===== config.mk =====
export PLATFORM = sky130hd
export DESIGN_NAME = ram_fill_writer
export DESIGN_NICKNAME = d
export VERILOG_FILES = /design/src/rtl/ram_fill_writer_pkg.sv /design/src/rtl/ram_fill_writer_waddr_counter.sv /design/src/rtl/ram_fill_writer.sv
export SDC_FILE = /design/constraint.sdc
export NUM_CORES = 1
export LEC_CHECK = 0
export CAP_MARGIN = 40
export CORE_MARGIN = 2
export CORE_UTILIZATION = 35
export CTS_CLUSTER_SIZE = 10
export DETAILED_ROUTE_END_ITERATION = 10
export DONT_BUFFER_PORTS = 1
export GPL_TIMING_DRIVEN = 1
export PLACE_DENSITY = 0.55
export SYNTH_ARGS = -nofsm -noshare
export SYNTH_HDL_FRONTEND = slang
export SYNTH_SLANG_ARGS = --single-unit
export TNS_END_PERCENT = 20

===== constraint.sdc =====
create_clock -name clk -period 1.9 [get_ports clk]
set_input_delay 0.38 -clock clk [delete_from_list [all_inputs] [get_ports clk]]
set_output_delay 0.38 -clock clk [all_outputs]
set_load 0.01 [all_outputs]

===== src/rtl/ram_fill_writer_pkg.sv =====
// Shared definitions for the RAM fill writer and the read-side address generator.
package ram_fill_writer_pkg;

  localparam int unsigned DEF_ADDR_W = 8;
  localparam int unsigned DEF_DATA_W = 8;

  typedef enum logic [1:0] {
    ST_IDLE = 2'd0,
    ST_FILL = 2'd1,
    ST_DONE = 2'd2
  } fill_state_e;

endpackage


===== src/rtl/ram_fill_writer_waddr_counter.sv =====
// Write-address counter: clear, increment, wrap after DEPTH-1, terminal-count flag.
module waddr_counter #(
  parameter int unsigned ADDR_W = 8,
  parameter int unsigned DEPTH  = 256
) (
  input  logic              clk,
  input  logic              rst_n,
  input  logic              clr,
  input  logic              inc,
  output logic [ADDR_W-1:0] addr,
  output logic              last
);

  localparam logic [ADDR_W-1:0] LAST_ADDR = ADDR_W'(DEPTH - 1);

  logic [ADDR_W-1:0] addr_q, addr_d;

  always_comb begin
    addr_d = addr_q;
    if (clr) begin
      addr_d = '0;
    end else if (inc) begin
      addr_d = (addr_q == LAST_ADDR) ? '0 : addr_q + ADDR_W'(1);
    end
  end

  always_ff @(posedge clk or negedge rst_n) begin
    if (!rst_n) addr_q <= '0;
    else        addr_q <= addr_d;
  end

  assign addr = addr_q;
  assign last = (addr_q == LAST_ADDR);

endmodule


===== src/rtl/ram_fill_writer.sv =====
// Streams handshaked words into a single-port RAM at sequential addresses and reports fill progress.
module ram_fill_writer
  import ram_fill_writer_pkg::*;
#(
  parameter int unsigned ADDR_W = DEF_ADDR_W,
  parameter int unsigned DATA_W = DEF_DATA_W,
  parameter int unsigned DEPTH  = 256,
  parameter bit          WRAP   = 1'b0
) (
  input  logic              clk,
  input  logic              rst,
  input  logic              start,
  input  logic              stop,
  input  logic              in_valid,
  input  logic [DATA_W-1:0] in_data,
  output logic              in_ready,
  output logic              we,
  output logic [ADDR_W-1:0] waddr,
  output logic [DATA_W-1:0] wdata,
  output logic [ADDR_W:0]   count,
  output logic              busy,
  output logic              done,
  output logic              wrapped
);

  localparam logic [ADDR_W:0] DEPTH_C = (ADDR_W + 1)'(DEPTH);

  fill_state_e       state_q, state_d;
  logic              we_q, we_d;
  logic [ADDR_W-1:0] waddr_q, waddr_d;
  logic [DATA_W-1:0] wdata_q, wdata_d;
  logic [ADDR_W:0]   count_q, count_d;
  logic              wrapped_q, wrapped_d;

  logic              cnt_clr;
  logic              cnt_inc;
  logic [ADDR_W-1:0] cnt_addr;
  logic              cnt_last;

  waddr_counter #(
    .ADDR_W (ADDR_W),
    .DEPTH  (DEPTH)
  ) u_waddr_counter (
    .clk   (clk),
    .rst_n (rst),
    .clr   (cnt_clr),
    .inc   (cnt_inc),
    .addr  (cnt_addr),
    .last  (cnt_last)
  );

  always_comb begin
    state_d   = state_q;
    we_d      = 1'b0;
    waddr_d   = waddr_q;
    wdata_d   = wdata_q;
    count_d   = count_q;
    wrapped_d = wrapped_q;
    cnt_clr   = 1'b0;
    cnt_inc   = 1'b0;
    unique case (state_q)
      ST_FILL: begin
        if (in_valid) begin
          cnt_inc = 1'b1;
          we_d    = 1'b1;
          waddr_d = cnt_addr;
          wdata_d = in_data;
          if (count_q != DEPTH_C) count_d = count_q + (ADDR_W + 1)'(1);
          // A saturated count means every address was written once: this write is past the wrap.
          if (WRAP && (count_q == DEPTH_C)) wrapped_d = 1'b1;
          if (!WRAP && cnt_last) state_d = ST_DONE;
        end
        if (stop) state_d = ST_DONE;
      end
      default: begin
        if (start) begin
          state_d   = ST_FILL;
          count_d   = '0;
          wrapped_d = 1'b0;
          cnt_clr   = 1'b1;
        end
      end
    endcase
  end

  always_ff @(posedge clk or negedge rst) begin
    if (!rst) begin
      state_q   <= ST_IDLE;
      we_q      <= 1'b0;
      waddr_q   <= '0;
      wdata_q   <= '0;
      count_q   <= '0;
      wrapped_q <= 1'b0;
    end else begin
      state_q   <= state_d;
      we_q      <= we_d;
      waddr_q   <= waddr_d;
      wdata_q   <= wdata_d;
      count_q   <= count_d;
      wrapped_q <= wrapped_d;
    end
  end

  assign in_ready = (state_q == ST_FILL);
  assign busy     = (state_q == ST_FILL);
  assign done     = (state_q == ST_DONE);
  assign we       = we_q;
  assign waddr    = waddr_q;
  assign wdata    = wdata_q;
  assign count    = count_q;
  assign wrapped  = wrapped_q;

endmodule


==> impl_metrics.sql, run 1 <==
INSERT INTO impl_metrics (metric_group, metric, value, unit) VALUES
('die', 'floorplan.core_area', '4690', 'µm²'),
('synthesis', 'synth_compound_area_share', '7.75', '%'),
('final_layout', 'seq_area', '901', 'µm²'),
('global_routing', 'grt.overflow.total', '0', ''),
('cts', 'numCtsBuffers', '5', ''),
('power', 'irDropWorstVdd', '437', 'µV'),
('synthesis', 'synth_nets', '193', ''),
('worst_setup_path', 'critical_path.top_delay_family', 'compound AO/OA/AOI/OAI gates', ''),
('placement', 'post-place-cells', '230', ''),
('detailed_routing', 'detail_route.drc_violations', '0', ''),
('detailed_routing', 'dr.pass1.iters', '4', ''),
('synthesis', 'synth_cell_type_count', '42', ''),
('worst_setup_path', 'timing.setup.critical_path_class', 'flip-flop to flip-flop', ''),
('worst_setup_path', 'crit_path_max_incr_delay', '380', 'ps'),
('placement', 'numPortBuffers', '0', ''),
('worst_setup_path', 'timing.reg2reg.worst_path_depth', '6', ''),
('cts', 'htree_levels', '2', ''),
('cts', 'clock_tree.root_cell', 'sky130_fd_sc_hd__clkbuf_8', ''),
('global_routing', 'grt_pass1_wl', '5800', 'µm'),
('cts', 'total_number_of_clock_tree_sinks', '36', ''),
('hold_path', 'hold-path-cell-count', '1', ''),
('final_layout', 'nFillCells', '465', ''),
('worst_setup_path', 'critPathCaptureType', 'flip-flop', ''),
('cts', 'cts.reportedPaths.clkPinSlew', '70', 'ps'),
('final_layout', 'growth_of_design_area_from_synthesis_to_finish', '12.4', '%'),
('cts', 'cts_hold_repair.buffers', '2', ''),
('synthesis', 'postSynthAreaPerCell', '9.57', 'µm²'),
('detailed_routing', 'drt-wirelength-per-cell', '15.0', 'µm'),
('sta', 'setup_violations', '0', ''),
('detailed_routing', 'vias', '1301', ''),
('outcome', 'outcome', 'complete, no violations', ''),
('final_layout', 'final_layout_size_suffix_gt1_share', '12.9', '%'),
('detailed_routing', 'wirelength', '3610', 'µm'),
('final_layout', 'multi_input_area', '731', 'µm²'),
('detailed_routing', 'drt_iter0_drc', '35', ''),
('synthesis', 'post_synthesis_share_of_cell_area_spent_on_xor_and_xnor_gates', '2.58', '%'),
('detailed_routing', 'vias_per_cell', '5.42', ''),
('sta', 'rsz0062_at_grt', 'no', ''),
('final_layout', 'layout.cells.non_filler', '240', ''),
('synthesis', 'netlist_top_cells_area', 'sky130_fd_sc_hd__dfrtp_1 (53%), sky130_fd_sc_hd__nand2_1 (13%), sky130_fd_sc_hd__nand4_1 (2.6%)', ''),
('placement', 'dpl.hpwl', '2490', 'µm'),
('cts', 'clock_insertion_delay_worst_skew', '290', 'ps'),
('synthesis', 'netlist_instances', '177', ''),
('sta', 'fin_setup_tns', '0', 'ps'),
('synthesis', 'yosys_warnings', '0', ''),
('die', 'fp.dieW', '73.6', 'µm'),
('final_layout', 'layout.core_utilization', '40.6', '%'),
('sta', 'finalMaxSlewViolations', '0', ''),
('global_routing', 'pin_count_of_the_biggest_net_entering_global_routing', '37', ''),
('worst_setup_path', 'critical_path_depth', '6', ''),
('synthesis', 'dominantRegCellSynth', 'sky130_fd_sc_hd__dfrtp_1', ''),
('cts', 'postCtsSetupBuffers', '0', ''),
('synthesis', 'synth_mux_area_share', '1.26', '%'),
('power', 'power_after_layout', '0.00253', 'W'),
('die', 'design.portCount', '43', ''),
('global_routing', 'grt_pass1_vias', '1260', ''),
('synthesis', 'seq_area_frac_synth', '53.2', '%'),
('sta', 'max_clock_freq', '0.579', 'GHz'),
('detailed_routing', 'final_antenna_net_count', '0', ''),
('worst_setup_path', 'critical_path.startpoint_type', 'flip-flop', ''),
('synthesis', 'yosys_register_bits', '36', ''),
('die', 'num_rows', '25', ''),
('synthesis', 'synth_async_sr_flop_share', '100', '%'),
('cts', 'post_cts_resized', '0', ''),
('worst_setup_path', 'timing.critical_path.required', '2080', 'ps'),
('sta', 'final_cycle_utilization_of_the_critical_path', '90.8', '%'),
('global_routing', 'grt_antenna_before_repair', '0', ''),
('sta', 'final_period_minus_worst_setup_slack', '1730', 'ps'),
('worst_setup_path', 'crit_path_max_fanout', '10', ''),
('cts', 'tritoncts', 'built', ''),
('hold_path', 'hp-class', 'input pin to flip-flop', '');
[worst register-to-register path: stages (launching register included)]
cell                      delay [ps]
sky130_fd_sc_hd__dfrtp_1         380
sky130_fd_sc_hd__inv_1           100
sky130_fd_sc_hd__ha_1            160
sky130_fd_sc_hd__nor4b_2         250
sky130_fd_sc_hd__a21oi_2         180
sky130_fd_sc_hd__and4b_1         240
sky130_fd_sc_hd__a311o_1         310
[layer usage]
| layer | GRT usage, % | part of all wire (%) | vias up |
|---|---|---|---|
| li1 | - | - | 618 |
| met1 | 16.6 | 43 | 640 |
| met2 | 23.1 | 49 | 35 |
| met3 | 5.90 | 5.7 | 8 |
| met4 | 6.87 | 1.9 | 0 |
| met5 | 0 | 0 | - |
[kinds of logic after synthesis]
family / count (synthesis)
AOI/OAI and AO/OA: 18
xor gates and xnor gates: 5
adders and majority gates: 3
buffers and inverters: 12
DFF: 36
muxes: 2
other: 1
and+or+nand+nor: 100
[cell usage after synthesis, drive strengths merged (2+ instances only)]
library cell / number
o31ai: 2
clkbuf: 4
dfrtp: 36
inv: 4
nand2: 59
nand3: 5
nand4: 7
a211o: 2
nor3: 3
nor2b: 2
a21oi: 4
nor2: 10
o21ai: 2
buf: 4
and3: 3
nor4b: 2
a31oi: 3
ha: 3
xor2: 5
[placed cells by master, fill, tap and decap left out, types with 2 or more instances in the layout]
cell type / count
sky130_fd_sc_hd__buf_4: 7
sky130_fd_sc_hd__a211o_1: 2
sky130_fd_sc_hd__ha_1: 3
sky130_fd_sc_hd__nand2_1: 59
sky130_fd_sc_hd__xor2_1: 5
sky130_fd_sc_hd__nor2_2: 2
sky130_fd_sc_hd__nor4b_2: 2
sky130_fd_sc_hd__nor2_1: 8
sky130_fd_sc_hd__a31oi_1: 3
sky130_fd_sc_hd__o31ai_1: 2
sky130_fd_sc_hd__nand4_1: 7
sky130_fd_sc_hd__clkbuf_8: 5
sky130_fd_sc_hd__nand3_1: 5
sky130_fd_sc_hd__inv_1: 3
sky130_fd_sc_hd__dfrtp_1: 36
sky130_fd_sc_hd__o21ai_0: 2
sky130_fd_sc_hd__and3_1: 3
sky130_fd_sc_hd__nor3_1: 3
sky130_fd_sc_hd__a21oi_1: 3
sky130_fd_sc_hd__nor2b_1: 2
[report_power, final]
part           switching [W]  internal, W  total [W]  leakage (nW)
clock               0.000279     0.000389   0.000669        0.0552
combinational       0.000416     0.000255   0.000671         0.420
sequential          0.000232     0.000957    0.00119         0.475
total               0.000926      0.00160    0.00253         0.950
[sequential cells by signal, indices dropped and copies added, names as in the netlist]
| register | cells |
|---|---|
| count | 9 |
| state_q | 2 |
| u_waddr_counter.addr | 8 |
| waddr | 8 |
| wdata | 8 |
| we | 1 |
[worst paths after layout]
kind | start | end | slack (ps)
max | count[1] | count[2] | 170
min | stop | state_q[0] | 180
max reg2reg | count[1] | count[2] | 170
min reg2reg | u_waddr_counter.addr[7] | u_waddr_counter.addr[7] | 520
max in group asynchronous | rst | count[4] | 1180
min in group asynchronous | rst | waddr[5] | 540
[layout make-up]
cell class	instances	area share, %
Tap cell	54	3.55
Timing Repair Buffer	9	4.34
Clock buffer	6	3.81
Inverter	4	0.788
Sequential cell	36	47.3
Multi-Input combinational cell	129	38.4
Clock inverter	2	1.84
[stage by stage]
stage | worst slack [ps] | hold WS (ps) | cell area (µm²)
4_1_cts | 188 | 179 | 1900
2_1_floorplan | 249 | 84.4 | 1690
3_5_place_dp | 191 | 85.3 | 1770
3_3_place_gp | 298 | 85.1 | 1770
6_report | 174 | 182 | 1900
5_1_grt | 64.5 | 180 | 1900
No activity file was read; power rests on OpenSTA's default activity.
==> run 2: changes to the inputs <==
--- a/config.mk
+++ b/config.mk
@@ -8,7 +8,7 @@
 export CAP_MARGIN = 40
 export CORE_MARGIN = 2
 export CORE_UTILIZATION = 35
-export CTS_CLUSTER_SIZE = 10
+export CTS_CLUSTER_SIZE = 40
 export DETAILED_ROUTE_END_ITERATION = 10
 export DONT_BUFFER_PORTS = 1
 export GPL_TIMING_DRIVEN = 1
==> results of run 2 <==
No change in the layout: final DEF, timing and power equal those of run 1.
